## src/rtl/mmips_stack_pkg.sv

```systemverilog
// Shared definitions for the stack arbiter: op encodings, FSM states and
// default geometry of the hardware return/data stack.
package mmips_stack_pkg;

    localparam int DEPTH_DEF = 8;
    localparam int DW_DEF    = 8;

    localparam logic [1:0] OP_PUSH = 2'b01;
    localparam logic [1:0] OP_POP  = 2'b10;
    localparam logic [1:0] OP_TOS  = 2'b11;

    typedef enum logic [1:0] {
        IDLE  = 2'd0,
        ISSUE = 2'd1,
        CAPT  = 2'd2,
        RESP  = 2'd3
    } state_t;

endpackage

```

## src/rtl/stack_rr_grant.sv

```systemverilog
// Two-input round-robin grant. The last-granted requester drops to lowest
// priority; requester 0 has priority out of reset.
module stack_rr_grant (
    input  logic       clk,
    input  logic       rst_n,
    input  logic       i_en,
    input  logic [1:0] i_req,
    output logic [1:0] o_grant,
    output logic       o_gid,
    output logic       o_valid
);

    logic r_prio;

    // Pick the priority requester if it asks, otherwise the other one.
    always_comb begin
        o_valid = i_en & (|i_req);
        o_gid   = i_req[r_prio] ? r_prio : ~r_prio;
        o_grant = o_valid ? (2'b01 << o_gid) : 2'b00;
    end

    // Hand priority to the requester that was not just served.
    always_ff @(posedge clk or negedge rst_n) begin
        if (!rst_n) begin
            r_prio <= 1'b0;
        end else if (o_valid) begin
            r_prio <= ~o_gid;
        end
    end

endmodule

```

## src/rtl/stack_arbiter.sv

```systemverilog
// Shares one hardware stack between the instruction pipeline (port 0) and the
// call/interrupt unit (port 1). One request is in flight at a time.
// Optional feature: define STACK_ARB_GUARD_EN to reject overflow, underflow
// and op 00 with rsp_err instead of forwarding them to the stack.
module stack_arbiter
    import mmips_stack_pkg::*;
#(
    parameter int DEPTH = DEPTH_DEF,
    parameter int DW    = DW_DEF
) (
    input  logic                         clk,
    input  logic                         rst_n,
    input  logic [1:0]                   req_valid,
    output logic [1:0]                   req_ready,
    input  logic [1:0][1:0]              req_op,
    input  logic [1:0][DW-1:0]           req_data,
    output logic                         rsp_valid,
    input  logic                         rsp_ready,
    output logic                         rsp_id,
    output logic [DW-1:0]                rsp_data,
    output logic                         rsp_err,
    output logic                         stk_push,
    output logic                         stk_pop,
    output logic                         stk_tos,
    output logic [DW-1:0]                stk_push_data,
    input  logic [DW-1:0]                stk_out_data,
    output logic [$clog2(DEPTH+1)-1:0]   occupancy
);

    localparam int              OW       = $clog2(DEPTH + 1);
    localparam logic [OW-1:0]   OCC_FULL = OW'(DEPTH);

    state_t          r_state;
    state_t          w_state_nxt;
    logic [1:0]      w_grant;
    logic            w_gid;
    logic            w_gnt_any;
    logic [1:0]      w_op_in;
    logic            w_viol;
    logic [1:0]      r_op;
    logic [OW-1:0]   r_occ;
    logic            r_rsp_valid;
    logic            r_rsp_id;
    logic [DW-1:0]   r_rsp_data;
    logic            r_rsp_err;
    logic            r_stk_push;
    logic            r_stk_pop;
    logic            r_stk_tos;
    logic [DW-1:0]   r_stk_push_data;

    function automatic logic [OW-1:0] occ_inc(input logic [OW-1:0] occ);
        return (occ == OCC_FULL) ? occ : occ + OW'(1);
    endfunction

    function automatic logic [OW-1:0] occ_dec(input logic [OW-1:0] occ);
        return (occ == '0) ? occ : occ - OW'(1);
    endfunction

    stack_rr_grant u_grant (
        .clk     (clk),
        .rst_n   (rst_n),
        .i_en    (r_state == IDLE),
        .i_req   (req_valid),
        .o_grant (w_grant),
        .o_gid   (w_gid),
        .o_valid (w_gnt_any)
    );

    assign req_ready     = w_grant;
    assign rsp_valid     = r_rsp_valid;
    assign rsp_id        = r_rsp_id;
    assign rsp_data      = r_rsp_data;
    assign rsp_err       = r_rsp_err;
    assign stk_push      = r_stk_push;
    assign stk_pop       = r_stk_pop;
    assign stk_tos       = r_stk_tos;
    assign stk_push_data = r_stk_push_data;
    assign occupancy     = r_occ;

    // Decode the granted op and run the guard check against current occupancy
    // (stable in IDLE since nothing else touches the stack).
    always_comb begin
        w_op_in = req_op[w_gid];
        w_viol  = 1'b0;
`ifdef STACK_ARB_GUARD_EN
        w_viol = ((w_op_in == OP_PUSH) && (r_occ == OCC_FULL)) ||
                 (((w_op_in == OP_POP) || (w_op_in == OP_TOS)) && (r_occ == '0)) ||
                 (w_op_in == 2'b00);
`else
        if (w_op_in == 2'b00) begin
            w_op_in = OP_TOS;
        end
`endif
    end

    // FSM state register.
    always_ff @(posedge clk or negedge rst_n) begin
        if (!rst_n) begin
            r_state <= IDLE;
        end else begin
            r_state <= w_state_nxt;
        end
    end

    // FSM next-state: PUSH and errors skip the capture cycle.
    always_comb begin
        w_state_nxt = r_state;
        case (r_state)
            IDLE:    if (w_gnt_any) w_state_nxt = ISSUE;
            ISSUE:   w_state_nxt = (r_rsp_err || (r_op == OP_PUSH)) ? RESP : CAPT;
            CAPT:    w_state_nxt = RESP;
            RESP:    if (rsp_ready) w_state_nxt = IDLE;
            default: w_state_nxt = IDLE;
        endcase
    end

    // Registered strobes, response and occupancy. Strobes are set one edge
    // ahead so they are high during ISSUE (push/tos) and CAPT (pop).
    always_ff @(posedge clk or negedge rst_n) begin
        if (!rst_n) begin
            r_op            <= 2'b00;
            r_occ           <= '0;
            r_rsp_valid     <= 1'b0;
            r_rsp_id        <= 1'b0;
            r_rsp_data      <= '0;
            r_rsp_err       <= 1'b0;
            r_stk_push      <= 1'b0;
            r_stk_pop       <= 1'b0;
            r_stk_tos       <= 1'b0;
            r_stk_push_data <= '0;
        end else begin
            case (r_state)
                IDLE: begin
                    if (w_gnt_any) begin
                        r_op       <= w_op_in;
                        r_rsp_id   <= w_gid;
                        r_rsp_err  <= w_viol;
                        r_rsp_data <= '0;
                        r_stk_push <= (w_op_in == OP_PUSH) && !w_viol;
                        r_stk_tos  <= (w_op_in != OP_PUSH) && !w_viol;
                        if ((w_op_in == OP_PUSH) && !w_viol) begin
                            r_stk_push_data <= req_data[w_gid];
                        end
                    end
                end
                ISSUE: begin
                    r_stk_push <= 1'b0;
                    r_stk_tos  <= 1'b0;
                    if (r_rsp_err || (r_op == OP_PUSH)) begin
                        r_rsp_valid <= 1'b1;
                        if (!r_rsp_err) begin
                            r_occ <= occ_inc(r_occ);
                        end
                    end else begin
                        r_stk_pop <= (r_op == OP_POP);
                    end
                end
                CAPT: begin
                    r_stk_pop   <= 1'b0;
                    r_rsp_data  <= stk_out_data;
                    r_rsp_valid <= 1'b1;
                    if (r_op == OP_POP) begin
                        r_occ <= occ_dec(r_occ);
                    end
                end
                RESP: begin
                    if (rsp_ready) begin
                        r_rsp_valid <= 1'b0;
                    end
                end
                default: ;
            endcase
        end
    end

endmodule

```

## config.mk

```make
export PLATFORM = sky130hd
export DESIGN_NAME = stack_arbiter
export DESIGN_NICKNAME = d
export VERILOG_FILES = /design/src/rtl/mmips_stack_pkg.sv /design/src/rtl/stack_rr_grant.sv /design/src/rtl/stack_arbiter.sv
export SDC_FILE = /design/constraint.sdc
export NUM_CORES = 1
export LEC_CHECK = 0
export BUFFER_PORTS_ARGS = -buffer_cell sky130_fd_sc_hd__buf_2
export CAP_MARGIN = 0
export CORE_MARGIN = 3
export CORE_UTILIZATION = 30
export CTS_CLUSTER_SIZE = 14
export DETAILED_ROUTE_END_ITERATION = 12
export GPL_TIMING_DRIVEN = 0
export PLACE_DENSITY = 0.49
export SLEW_MARGIN = 10
export SYNTH_ARGS = -nofsm -noshare
export SYNTH_HDL_FRONTEND = slang
export SYNTH_SLANG_ARGS = --single-unit
```

## constraint.sdc

```tcl
create_clock -name clk -period 2.6 [get_ports clk]
set_input_delay 0.13 -clock clk [delete_from_list [all_inputs] [get_ports clk]]
set_output_delay 0.13 -clock clk [all_outputs]
set_load 0.05 [all_outputs]
```

==> impl_results.md <==
* Fmax at 459 MHz
* Post-CTS setup buffer count at 0
* Hold Crit Start: stk_out_data[0]
* Worst reg-to-reg path cell count at 7
* Final Util at 41.2%
* Drt first pass iters at 4
* Routed Antenna Nets at 0
* MaxCap Viol Count at 0
* Critical Path Start Type: flop
* RSZ-0062 raised after global routing: no
* Total power at 0.00312 W
* ANT cells at 0
* Kind of critical path: reg2reg
* Distinct cells, synth at 41
* Rows at 26
* EDFF count, synth at 0
* Synth top area share at 46.0%
* Register Area at roughly 750 um^2
* Final Hold Vio Count at 0
* Chip height at between 70 and 80 um
* Max-slew headroom at the worst pin at 53.9%
* Ys async rst share at 100%
* Reg-to-reg slack, setup at 0.42 ns
* Period utilization at 83.8%
* Nets@finish at 261
* Critical path buffers and inverters at 3
* Synthesis-to-finish area growth at 30.8%
* Worst R2R End: rsp_data[7]$_DFFE_PN0P_
* Critical path endpoint category: flop
* CP max FO at 10
* Leakage at 1.08 nW
* Worst Hold End: rsp_data[0]$_DFFE_PN0P_
* Syn Std Cell Area at ~1600 um^2
* Slew Viols, Final at 0
* Yosys warns at 0
* Boundary pin count at 61
* Largest stage delay on the critical path at around 0.43 ns
* Die Wd at ~80 um
* DRT Wirelength at around 3600 um
* Commonest cells in the netlist: dfrtp_1 (30), nand2_1 (25), o21ai_0 (14)
* Kind of cell adding the most delay to the critical path: buffers and inverters
* CP max stage cell: nor3b_1
* DR vias at 1332
* Area leader, netlist: dfrtp_1
* H-tree Lvls at 2
* Data arrival time of the worst path at between 2 and 2.5 ns
* Die Footprint at around 6400 um^2
* Fraction of layout cells with a size suffix above 1 at between 40% and 50%
* Post-synth top flop: dfrtp_1
* Skew-Pair Late Insertion Delay at 0.28 ns
* Worst-path cell chain: inv_1 -> ha_1 -> buf_2 -> nor3b_1 -> o21bai_1 -> buf_2 -> o21ai_0
* Total Routing Usage GR at between 10% and 20%
* Outcome: finished clean
* Max VDD drop at 0.000549 V
* IO buf count at 59
* Via density per instance at between 4 and 5
* Min-delay worst type: in2reg
* Final global-route overflow total at 0
* CP required at about 2.8 ns
* Largest net degree at the start of global routing at 31
* Root Buffer: clkbuf_8
* Drt wl/cell at 12.4 um
* Crit Reg-Reg Startpoint: r_state[0]$_DFFE_PN0P_
* CTS tree: built
* Worst hold slack at between 0.08 and 0.09 ns
* Net Count, Synth at between 150 and 200
* GPL Wtd Cong at 0.737
* Gate Count Post-Synth at ~160
* Avg Cell Area, Syn at 10.5 um^2
* CTS sink cnt at 30
* #FFs+latches synth at 30
* Final TNS setup at 0 ns
* # fillers at 532
* Total CTS buffers at 5
* Cell mode on critical path: buf_2
* Seq/Total Area, Yosys at a little under half
* Power per cell area at 1460 nW/um^2
* Most frequent cell after synthesis: dfrtp_1
* Drt drc at 0
* Worst slew pin tran at roughly 0.7 ns
* Starting density of the core at a little under a third
* Multi-input gate area at 823 um^2
* Clk_skew at 0.00651 ns
* Max clock buf depth at 2
* Fin crit period at 2.18 ns
* HPWL after DPL at between 2000 and 3000 um
* Core area at slightly above 5000 um^2
* Hold depth at 3
* First-pass GRT wire length at 6130 um
* Initial DRC count at 43
* Top cells by area, synth: dfrtp_1 (46%), mux2_4 (7.4%), nand2_1 (5.8%)
* Vias in the first global route at 1313
* Endpoints failing setup at 0
* Initial antenna violation count at 0
* Clock transition at path regs at approximately 0.07 ns
-- layer usage --
metal | global-route usage (%) | vias up | part of all wire [%]
met5 | 0 | - | 0
met4 | 5.67 | 0 | 1.8
met3 | 4.97 | 8 | 9.5
met2 | 17.4 | 46 | 44
met1 | 16.8 | 611 | 45
li1 | - | 667 | -
-- worst max-delay path by stage --
stage	endpoint	slack (ns)	depth (start not counted)	startpoint
final	rsp_data[7]$_DFFE_PN0P_	0.42	7	r_state[0]$_DFFE_PN0P_
after global routing	rsp_data[0]$_DFFE_PN0P_	0.14	8	r_state[0]$_DFFE_PN0P_
after CTS	rsp_data[7]$_DFFE_PN0P_	0.38	7	r_state[0]$_DFFE_PN0P_
after detailed placement	rsp_data[7]$_DFFE_PN0P_	0.38	7	r_state[0]$_DFFE_PN0P_
after global placement	rsp_data[7]$_DFFE_PN0P_	0.41	7	r_state[0]$_DFFE_PN0P_
after floorplan	occupancy[2]$_DFFE_PN0P_	0.74	9	r_state[0]$_DFFE_PN0P_
-- worst min-delay path, delay by kind of cell --
family	cells	cell delay (ns)
compound gates	1	0.06
buf+inv	1	0.10
simple gates	1	0.05
-- logic make-up after synthesis --
group / share of synthesized area (%)
other cells: 0.230
simple gates: 16.0
flops: 46.0
mux: 13.5
compound gates: 14.5
buf+inv: 3.45
xor+xnor: 1.61
fa+ha+maj: 4.60
-- final cells by class --
cell class | instances | area share, %
tap | 70 | 4.11
multi-input combinational | 112 | 38.6
inverter | 7 | 1.23
clock inverter | 3 | 1.88
clock buffer | 5 | 3.23
buffer | 6 | 1.41
timing repair buffer | 60 | 14.3
sequential | 30 | 35.2
-- cell usage in the layout (no fill, tap or decap), types with 4 or more instances in the layout --
cell / instances
buf_2: 62
dfrtp_1: 30
nand2_1: 25
o21ai_0: 14
mux2_2: 8
mux2_4: 8
inv_1: 7
ha_1: 6
a21oi_1: 5
clkbuf_8: 5
nand2b_1: 4
-- timing repair --
action,4_1_cts,5_1_grt
endpoints found under the hold margin,30,0
gates resized for setup,0,0
endpoints found under the setup margin,0,0
hold buffers,1,0
-- where the power goes --
group | switching, W | internal [W] | leakage, nW
registers | 0.000166 | 0.000695 | 0.376
logic | 0.00123 | 0.000568 | 0.643
clock network | 0.000184 | 0.000282 | 0.0579
-- flip-flops by register name, summed over array words and instances (netlist names) --
| register | flops |
|---|---|
| u_grant.r_prio | 1 |
| rsp_id | 1 |
| r_state | 2 |
| occupancy | 4 |
| stk_push | 1 |
| rsp_valid | 1 |
| stk_push_data | 8 |
| rsp_data | 8 |
| r_op | 2 |
| stk_tos | 1 |
| stk_pop | 1 |
-- through the flow --
stage	setup slack, ns	std cells	cell area, um^2
2_1_floorplan	0.743	155	1630
3_3_place_gp	0.410	284	2010
3_5_place_dp	0.378	284	2010
4_1_cts	0.378	293	2130
5_1_grt	0.144	293	2130
6_report	0.422	293	2130
No activity file was read; power rests on OpenSTA's default activity.
